## src/rtl/timer_dev.sv

```systemverilog
// timer_dev: memory-mapped countdown timer whose interrupt feeds cp0 HWInt[2].
// Software writes PRESET and CTRL with sw and reads COUNT with lw.
// When the count reaches zero the timer raises an interrupt, either once
// (one-shot) or repeatedly (auto-reload, Mode == 1).
//
// Ports
//   clk    rising-edge clock
//   reset  synchronous, active-high
//   Addr   word select (bus addr[3:2]): 0 CTRL, 1 PRESET, 2 COUNT, 3 reserved
//   WE     write strobe for the word selected by Addr
//   DIn    write data
//   DOut   read data, combinational from Addr
//   IRQ    CTRL.IM & irq_pending
//
// CTRL[3:0] = {IM, Mode[1:0], Enable}
//
// state   | meaning
// --------+----------------------------------------------------------
// ST_IDLE | stopped; waits for Enable
// ST_LOAD | copies PRESET into COUNT
// ST_CNT  | decrements COUNT; at 1 (or 0) sets irq_pending
// ST_INT  | terminal count reached; reload (Mode 1) or stop (one-shot)
module timer_dev #(
  parameter int unsigned      WIDTH      = 32,
  parameter logic [WIDTH-1:0] PRESET_RST = '0
) (
  input  logic        clk,
  input  logic        reset,
  input  logic [1:0]  Addr,
  input  logic        WE,
  input  logic [31:0] DIn,
  output logic [31:0] DOut,
  output logic        IRQ
);

  typedef enum logic [1:0] {
    ST_IDLE,
    ST_LOAD,
    ST_CNT,
    ST_INT
  } state_t;

  localparam logic [WIDTH-1:0] ONE = {{(WIDTH-1){1'b0}}, 1'b1};

  state_t           state_q;
  logic [3:0]       ctrl_q;
  logic [WIDTH-1:0] preset_q;
  logic [WIDTH-1:0] count_q;
  logic             irq_pending_q;

  logic ctrl_we;
  logic preset_we;
  logic enable;
  logic mode_reload;

  assign ctrl_we     = WE && (Addr == 2'd0);
  assign preset_we   = WE && (Addr == 2'd1);
  assign enable      = ctrl_q[0];
  assign mode_reload = (ctrl_q[2:1] == 2'b01);

  always_ff @(posedge clk) begin
    if (reset) begin
      state_q       <= ST_IDLE;
      ctrl_q        <= 4'b0;
      preset_q      <= PRESET_RST;
      count_q       <= '0;
      irq_pending_q <= 1'b0;
    end else begin
      if (preset_we) begin
        preset_q <= DIn[WIDTH-1:0];
      end

      // A CTRL write restarts the controller and drops any pending event,
      // taking priority over whatever the FSM would have done this cycle.
      if (ctrl_we) begin
        ctrl_q        <= DIn[3:0];
        state_q       <= ST_IDLE;
        irq_pending_q <= 1'b0;
      end else begin
        case (state_q)
          ST_IDLE: begin
            if (enable) state_q <= ST_LOAD;
          end
          ST_LOAD: begin
            count_q <= preset_q;
            state_q <= ST_CNT;
          end
          ST_CNT: begin
            if (!enable) begin
              state_q <= ST_IDLE;
            end else if (count_q > ONE) begin
              count_q <= count_q - ONE;
            end else begin
              // Saturate at zero so PRESET=0 behaves like PRESET=1.
              count_q       <= '0;
              irq_pending_q <= 1'b1;
              state_q       <= ST_INT;
            end
          end
          ST_INT: begin
            if (mode_reload) begin
              irq_pending_q <= 1'b0;
              state_q       <= ST_LOAD;
            end else begin
              // One-shot: pending is left set until software rewrites CTRL.
              ctrl_q[0] <= 1'b0;
              state_q   <= ST_IDLE;
            end
          end
          default: state_q <= ST_IDLE;
        endcase
      end
    end
  end

  always_comb begin
    DOut = 32'b0;
    case (Addr)
      2'd0:    DOut = {28'b0, ctrl_q};
      2'd1:    DOut = 32'(preset_q);
      2'd2:    DOut = 32'(count_q);
      default: DOut = 32'b0;
    endcase
  end

  assign IRQ = ctrl_q[3] & irq_pending_q;

endmodule

```

## config.mk

```make
export PLATFORM = sky130hd
export DESIGN_NAME = timer_dev
export DESIGN_NICKNAME = d
export VERILOG_FILES = /design/src/rtl/timer_dev.sv
export SDC_FILE = /design/constraint.sdc
export NUM_CORES = 1
export LEC_CHECK = 0
export ABC_AREA = 0
export BUFFER_PORTS_ARGS = -buffer_cell sky130_fd_sc_hd__buf_2
export CAP_MARGIN = 5
export CORE_MARGIN = 4
export CORE_UTILIZATION = 39
export DETAILED_ROUTE_END_ITERATION = 10
export PLACE_DENSITY = 0.55
export SLEW_MARGIN = 15
export SYNTH_ARGS = -nofsm -noshare
export SYNTH_HDL_FRONTEND = slang
export SYNTH_SLANG_ARGS = --single-unit
```

## constraint.sdc

```tcl
create_clock -name clk -period 4.1 [get_ports clk]
set_clock_uncertainty 0.15 [all_clocks]
set_input_delay 0.205 -clock clk [delete_from_list [all_inputs] [get_ports clk]]
set_output_delay 0.205 -clock clk [all_outputs]
set_load 0.05 [all_outputs]
```

# Word level (Yosys, flattened, before mapping)
# Cells that the tools add are included.
# W data, S select, Z words.
[word_totals] register_bits=71 inputBits=37 output_inout_bits=33 wordCells=50
[op_classes] addsub=1 order_cmp=1 eq_ne=12 n_mux=16 bitwise_logic=2 n_reduce_logical=12
[op_table] cell="$pmux W32 S3" n=1
[op_table] cell="$mux W32" n=2
[op_table] cell="$pmux W32 S2" n=1
[op_table] cell="$gt A32 B1 Y1 const B" n=1
[op_table] cell="$sub A32 B1 Y32 const B" n=1
[op_table] cell="$ne A2 B2 Y1 const B" n=5
[op_table] cell="$pmux W2 S4" n=1
[op_table] cell="$mux W1" n=7
[op_table] cell="$eq A2 B1 Y1 const B" n=3
[op_table] cell="$eq A2 B2 Y1 const B" n=3
[op_table] cell="$mux W2" n=3
[op_table] cell="$reduce_bool A2 Y1" n=3
[op_table] cell="$logic_not A2 Y1" n=2
[op_table] cell="$reduce_and A2 Y1" n=2
[op_table] cell="$reduce_and A4 Y1" n=1
[op_table] cell="$ne A3 B3 Y1 const B" n=1
[op_table] cell="$reduce_and A3 Y1" n=1
[op_table] cell="$logic_and A1 B1 Y1" n=2
[op_table] cell="$pmux W1 S2" n=1
[op_table] cell="$reduce_or A2 Y1" n=1
[op_table] cell="$and A1 B1 Y1" n=1
[op_table] cell="$not A1 Y1" n=1

# Depth between registers and ports, before layout
[depth] word_depth=4 ltp_mapped=10 depth_no_buf=8

# Worst setup path after synthesis
# OpenSTA, ideal clock, no wires.
[synth_path] kind="register -> register" from="register count_q[20]" to="register count_q[17]" setup_ps=136 arrival_time_ps=2449 slack_ps=1365 stages_incl_launch_ff=10 cell_sequence="dfxtp_1 > buf_6 > or4_4 > or3_1 > buf_2 > or4_4 > buf_6 > and2_4 > a31oi_1 > o32ai_1"
[synth_via] elab_chain_cells=4
[synth_rtl] element="start: declaration" line="48" rtl="logic [WIDTH-1:0] count_q;"
[synth_rtl] element="start signal: assignment" line="85" rtl="count_q <= preset_q;"
[synth_rtl] element="start signal: assignment" line="92" rtl="count_q <= count_q - ONE;"
[synth_rtl] element="$gt A32 B1 Y1" line="91" rtl="end else if (count_q > ONE) begin"
[synth_rtl] element="$mux W32" line="91"
[synth_rtl] element="$mux W32" line="89" rtl="if (!enable) begin"
[synth_rtl] element="$pmux W32 S2" line="80" rtl="case (state_q)"
# Every way passes these cells. The select of a mux whose other input is x is not followed.
# A chain may end at the register's enable or synchronous reset.

# Worst setup path in the final report
[layout_path] from="register count_q[20]" to="register count_q[2]"
# Same word-level chain as after synthesis.

==> impl_metrics.env <==
export IMPL_grt_total_usage_pct=21.6
export IMPL_drt_iter0_markers=267
export IMPL_synth_top_area_share_pct=35.3
export IMPL_clk_pin_slew_ns=0.07
export IMPL_grt_pass1_wl_mm=20.5
export IMPL_vias_per_cell=5.60
export IMPL_netlist_instances=538
export IMPL_synth_async_sr_flop_share_pct=0
export IMPL_die_h_um=110
export IMPL_drive_above_1_share_pct=18.2
export IMPL_coreArea_mm2=0.00991
export IMPL_power_density_mw_per_mm2=386
export IMPL_min_period_ns=2.89
export IMPL_grt_ovfl_total=0
export IMPL_power_share_clock_pct=29.5
export IMPL_fmax_ghz=0.346
export IMPL_wirelength_mm=12.6
export IMPL_cts_inserted_buffers=9
export IMPL_drv_cap=0
export IMPL_tritoncts="done"
export IMPL_synth_cell_types=59
export IMPL_slew_headroom_pct=45.0
export IMPL_netlist_area_mm2=0.00403
export IMPL_antenna_left=0
export IMPL_end_kind="register"
export IMPL_clkLatencyLatePin_ns=0.36
export IMPL_syn_avg_cell_area_um2=7.49
export IMPL_synthesis_nets=581
export IMPL_slowest_delay_ns=0.58
export IMPL_start_util_pct=40.7
export IMPL_rsz0062_at_grt="false"
export IMPL_p_int_uw=1220
export IMPL_vias=4245
export IMPL_startpoint_type="register"
export IMPL_setup_slack_ns=1.21
export IMPL_cpMaxStageDelayCell="or4_4"
export IMPL_min_period_over_period_pct=70.5
export IMPL_irDropWorstVdd_v=0.000186
export IMPL_setup_viol=0
export IMPL_drv_slew=0
export IMPL_dominantRegCellSynth="dfxtp_1"
export IMPL_outcome="complete, no violations"
export IMPL_leakage_uw=0.00203
export IMPL_p_switching_uw=704
export IMPL_yosysTopAreaCell="dfxtp_1"
export IMPL_fin_nets=663
export IMPL_synthTopCellsByArea="dfxtp_1, nand2_1, a21oi_1"
export IMPL_syn2layout_area_growth_pct=24.1
export IMPL_worstMarginPinSlew_ns=0.825
export IMPL_crit_arrival_ns=2.96
export IMPL_clk_path_buf_depth=2
export IMPL_synth_edff_count=0
export IMPL_yosys_warnings=0
export IMPL_diodes=0
export IMPL_comb_power_share_pct=31.9
export IMPL_seqPwrFrac_pct=38.6
export IMPL_antenna_found_initial=0
export IMPL_gp_congestion=0.817
export IMPL_place_inst=710
export IMPL_dr_pass1_iters=5
export IMPL_place_ws_ns=1.20
export IMPL_hpwl_mm=8.47
export IMPL_dieArea_mm2=0.0120
export IMPL_total_power_uw=1930
export IMPL_holdCritStartpoint="reset"
export IMPL_grt_pass1_vias=4005
export IMPL_io_pins=70
export IMPL_clock_sinks=71
export IMPL_die_width_um=110
export IMPL_hp_class="input port to register"
export IMPL_crit_family="simple AND/OR/NAND/NOR gates"
export IMPL_path_buf_inv=1
export IMPL_crit_chain="or4_4 -> or3_1 -> nor2_1 -> a21oi_1 -> buf_4 -> a32oi_1 -> o32ai_1"
export IMPL_tns_ns=0
export IMPL_io_buffers=69
export IMPL_yosysMostFrequentCell="nand2_1"
export IMPL_instances_no_fill=758
export IMPL_hold_slack_ns=0.220
export IMPL_routedWlPerCell_um=16.6
export IMPL_path_max_fanout=11
export IMPL_ys_ff_latch=71
export IMPL_cp_startpoint="count_q[20]"
export IMPL_synthTopCellsByCount="nand2_1, dfxtp_1, a21oi_1"
export IMPL_worstSetupPathType="register to register"
export IMPL_drc=0
export IMPL_r2r_start="count_q[20]"
export IMPL_seq_area_frac_synth_pct=35.3
export IMPL_fp_row_count=36
export IMPL_grt_max_degree=40
export IMPL_htreeDepth=3
export IMPL_clockRootBuffer="clkbuf_8"
export IMPL_critPathRequiredTime_ns=4.17
export IMPL_finalHoldViolCount=0
export IMPL_sw_frac_of_total_pct=36.5
power groups by stage:
stage | combinational, uW | sequential (uW) | clock [uW]
floorplan | 433 | 748 | 0
global placement | 589 | 759 | 0
detailed placement | 586 | 760 | 0
CTS | 613 | 743 | 584
global route | 677 | 748 | 607
finish | 615 | 744 | 569
placed cells by master (no fill, tap or decap), types with 7 or more instances in the layout:
cell / instances
o21ai_0: 11
o32ai_1: 9
inv_1: 16
buf_4: 16
nand3_1: 13
dfxtp_1: 71
and3_1: 11
nor2b_1: 8
nor2_1: 33
nor3_1: 16
a31oi_1: 14
nand2_1: 96
dlygate4sd3_1: 32
a21oi_1: 67
clkbuf_8: 10
a22o_1: 28
buf_2: 69
nor4_1: 11
mux2i_1: 7
cell families after synthesis:
logic type                 after synthesis  share of synthesized area, %
and+or+nand+nor                        223                          26.6
DFF                                     71                          35.3
AOI/OAI and AO/OA                      168                          28.0
buffers and inverters                   62                          6.18
adders and majority gates                6                          1.86
muxes                                    8                          2.02
state kept, by name, indices dropped and copies added, names as in the netlist:
signal         cells
ctrl_q             4
preset_q          32
count_q           32
irq_pending_q      1
state_q            2
per-stage QoR:
| step | util (%) | cell area [um2] |
|---|---|---|
| finish | 50.5 | 5000 |
| global route | 50.5 | 5000 |
| detailed placement | 45.2 | 4480 |
| global placement | 45.2 | 4480 |
| CTS | 50.5 | 5000 |
| floorplan | - | 4030 |
final timing paths:
| kind | endpoint | slack [ns] | cells past startpoint |
|---|---|---|---|
| min reg2reg | preset_q[13] | 0.32 | 2 |
| max reg2reg | count_q[2] | 1.21 | 7 |
| min | ctrl_q[0] | 0.22 | 2 |
| max | count_q[2] | 1.21 | 7 |
worst register-to-register path: stages (launching register included):
cell,delay [ns]
dfxtp_1,0.39
or4_4,0.58
or3_1,0.49
nor2_1,0.24
a21oi_1,0.30
buf_4,0.29
a32oi_1,0.20
o32ai_1,0.11
layout make-up:
class / instances / area [um2]
clock buffer: 10 / 138
clock inverter: 6 / 60.1
fill: 995 / 4910
inverter: 16 / 60.1
multi-input combinational: 405 / 2370
sequential: 71 / 1420
tap: 133 / 166
timing repair buffer: 117 / 786
what timing repair did:
action,CTS,global route
hold buffers,32,0
gates resized for setup,0,0
setup buffers,0,0
hold endpoints to repair,36,0
metal layers:
layer	GRT usage [%]	vias up	part of all wire [%]
li1	-	2138	-
met1	30.4	1988	48
met2	34.1	102	46
met3	2.82	17	4.3
met4	7.21	0	1.4
met5	0	-	0
Note: power is estimated with default switching activity, not from simulation.
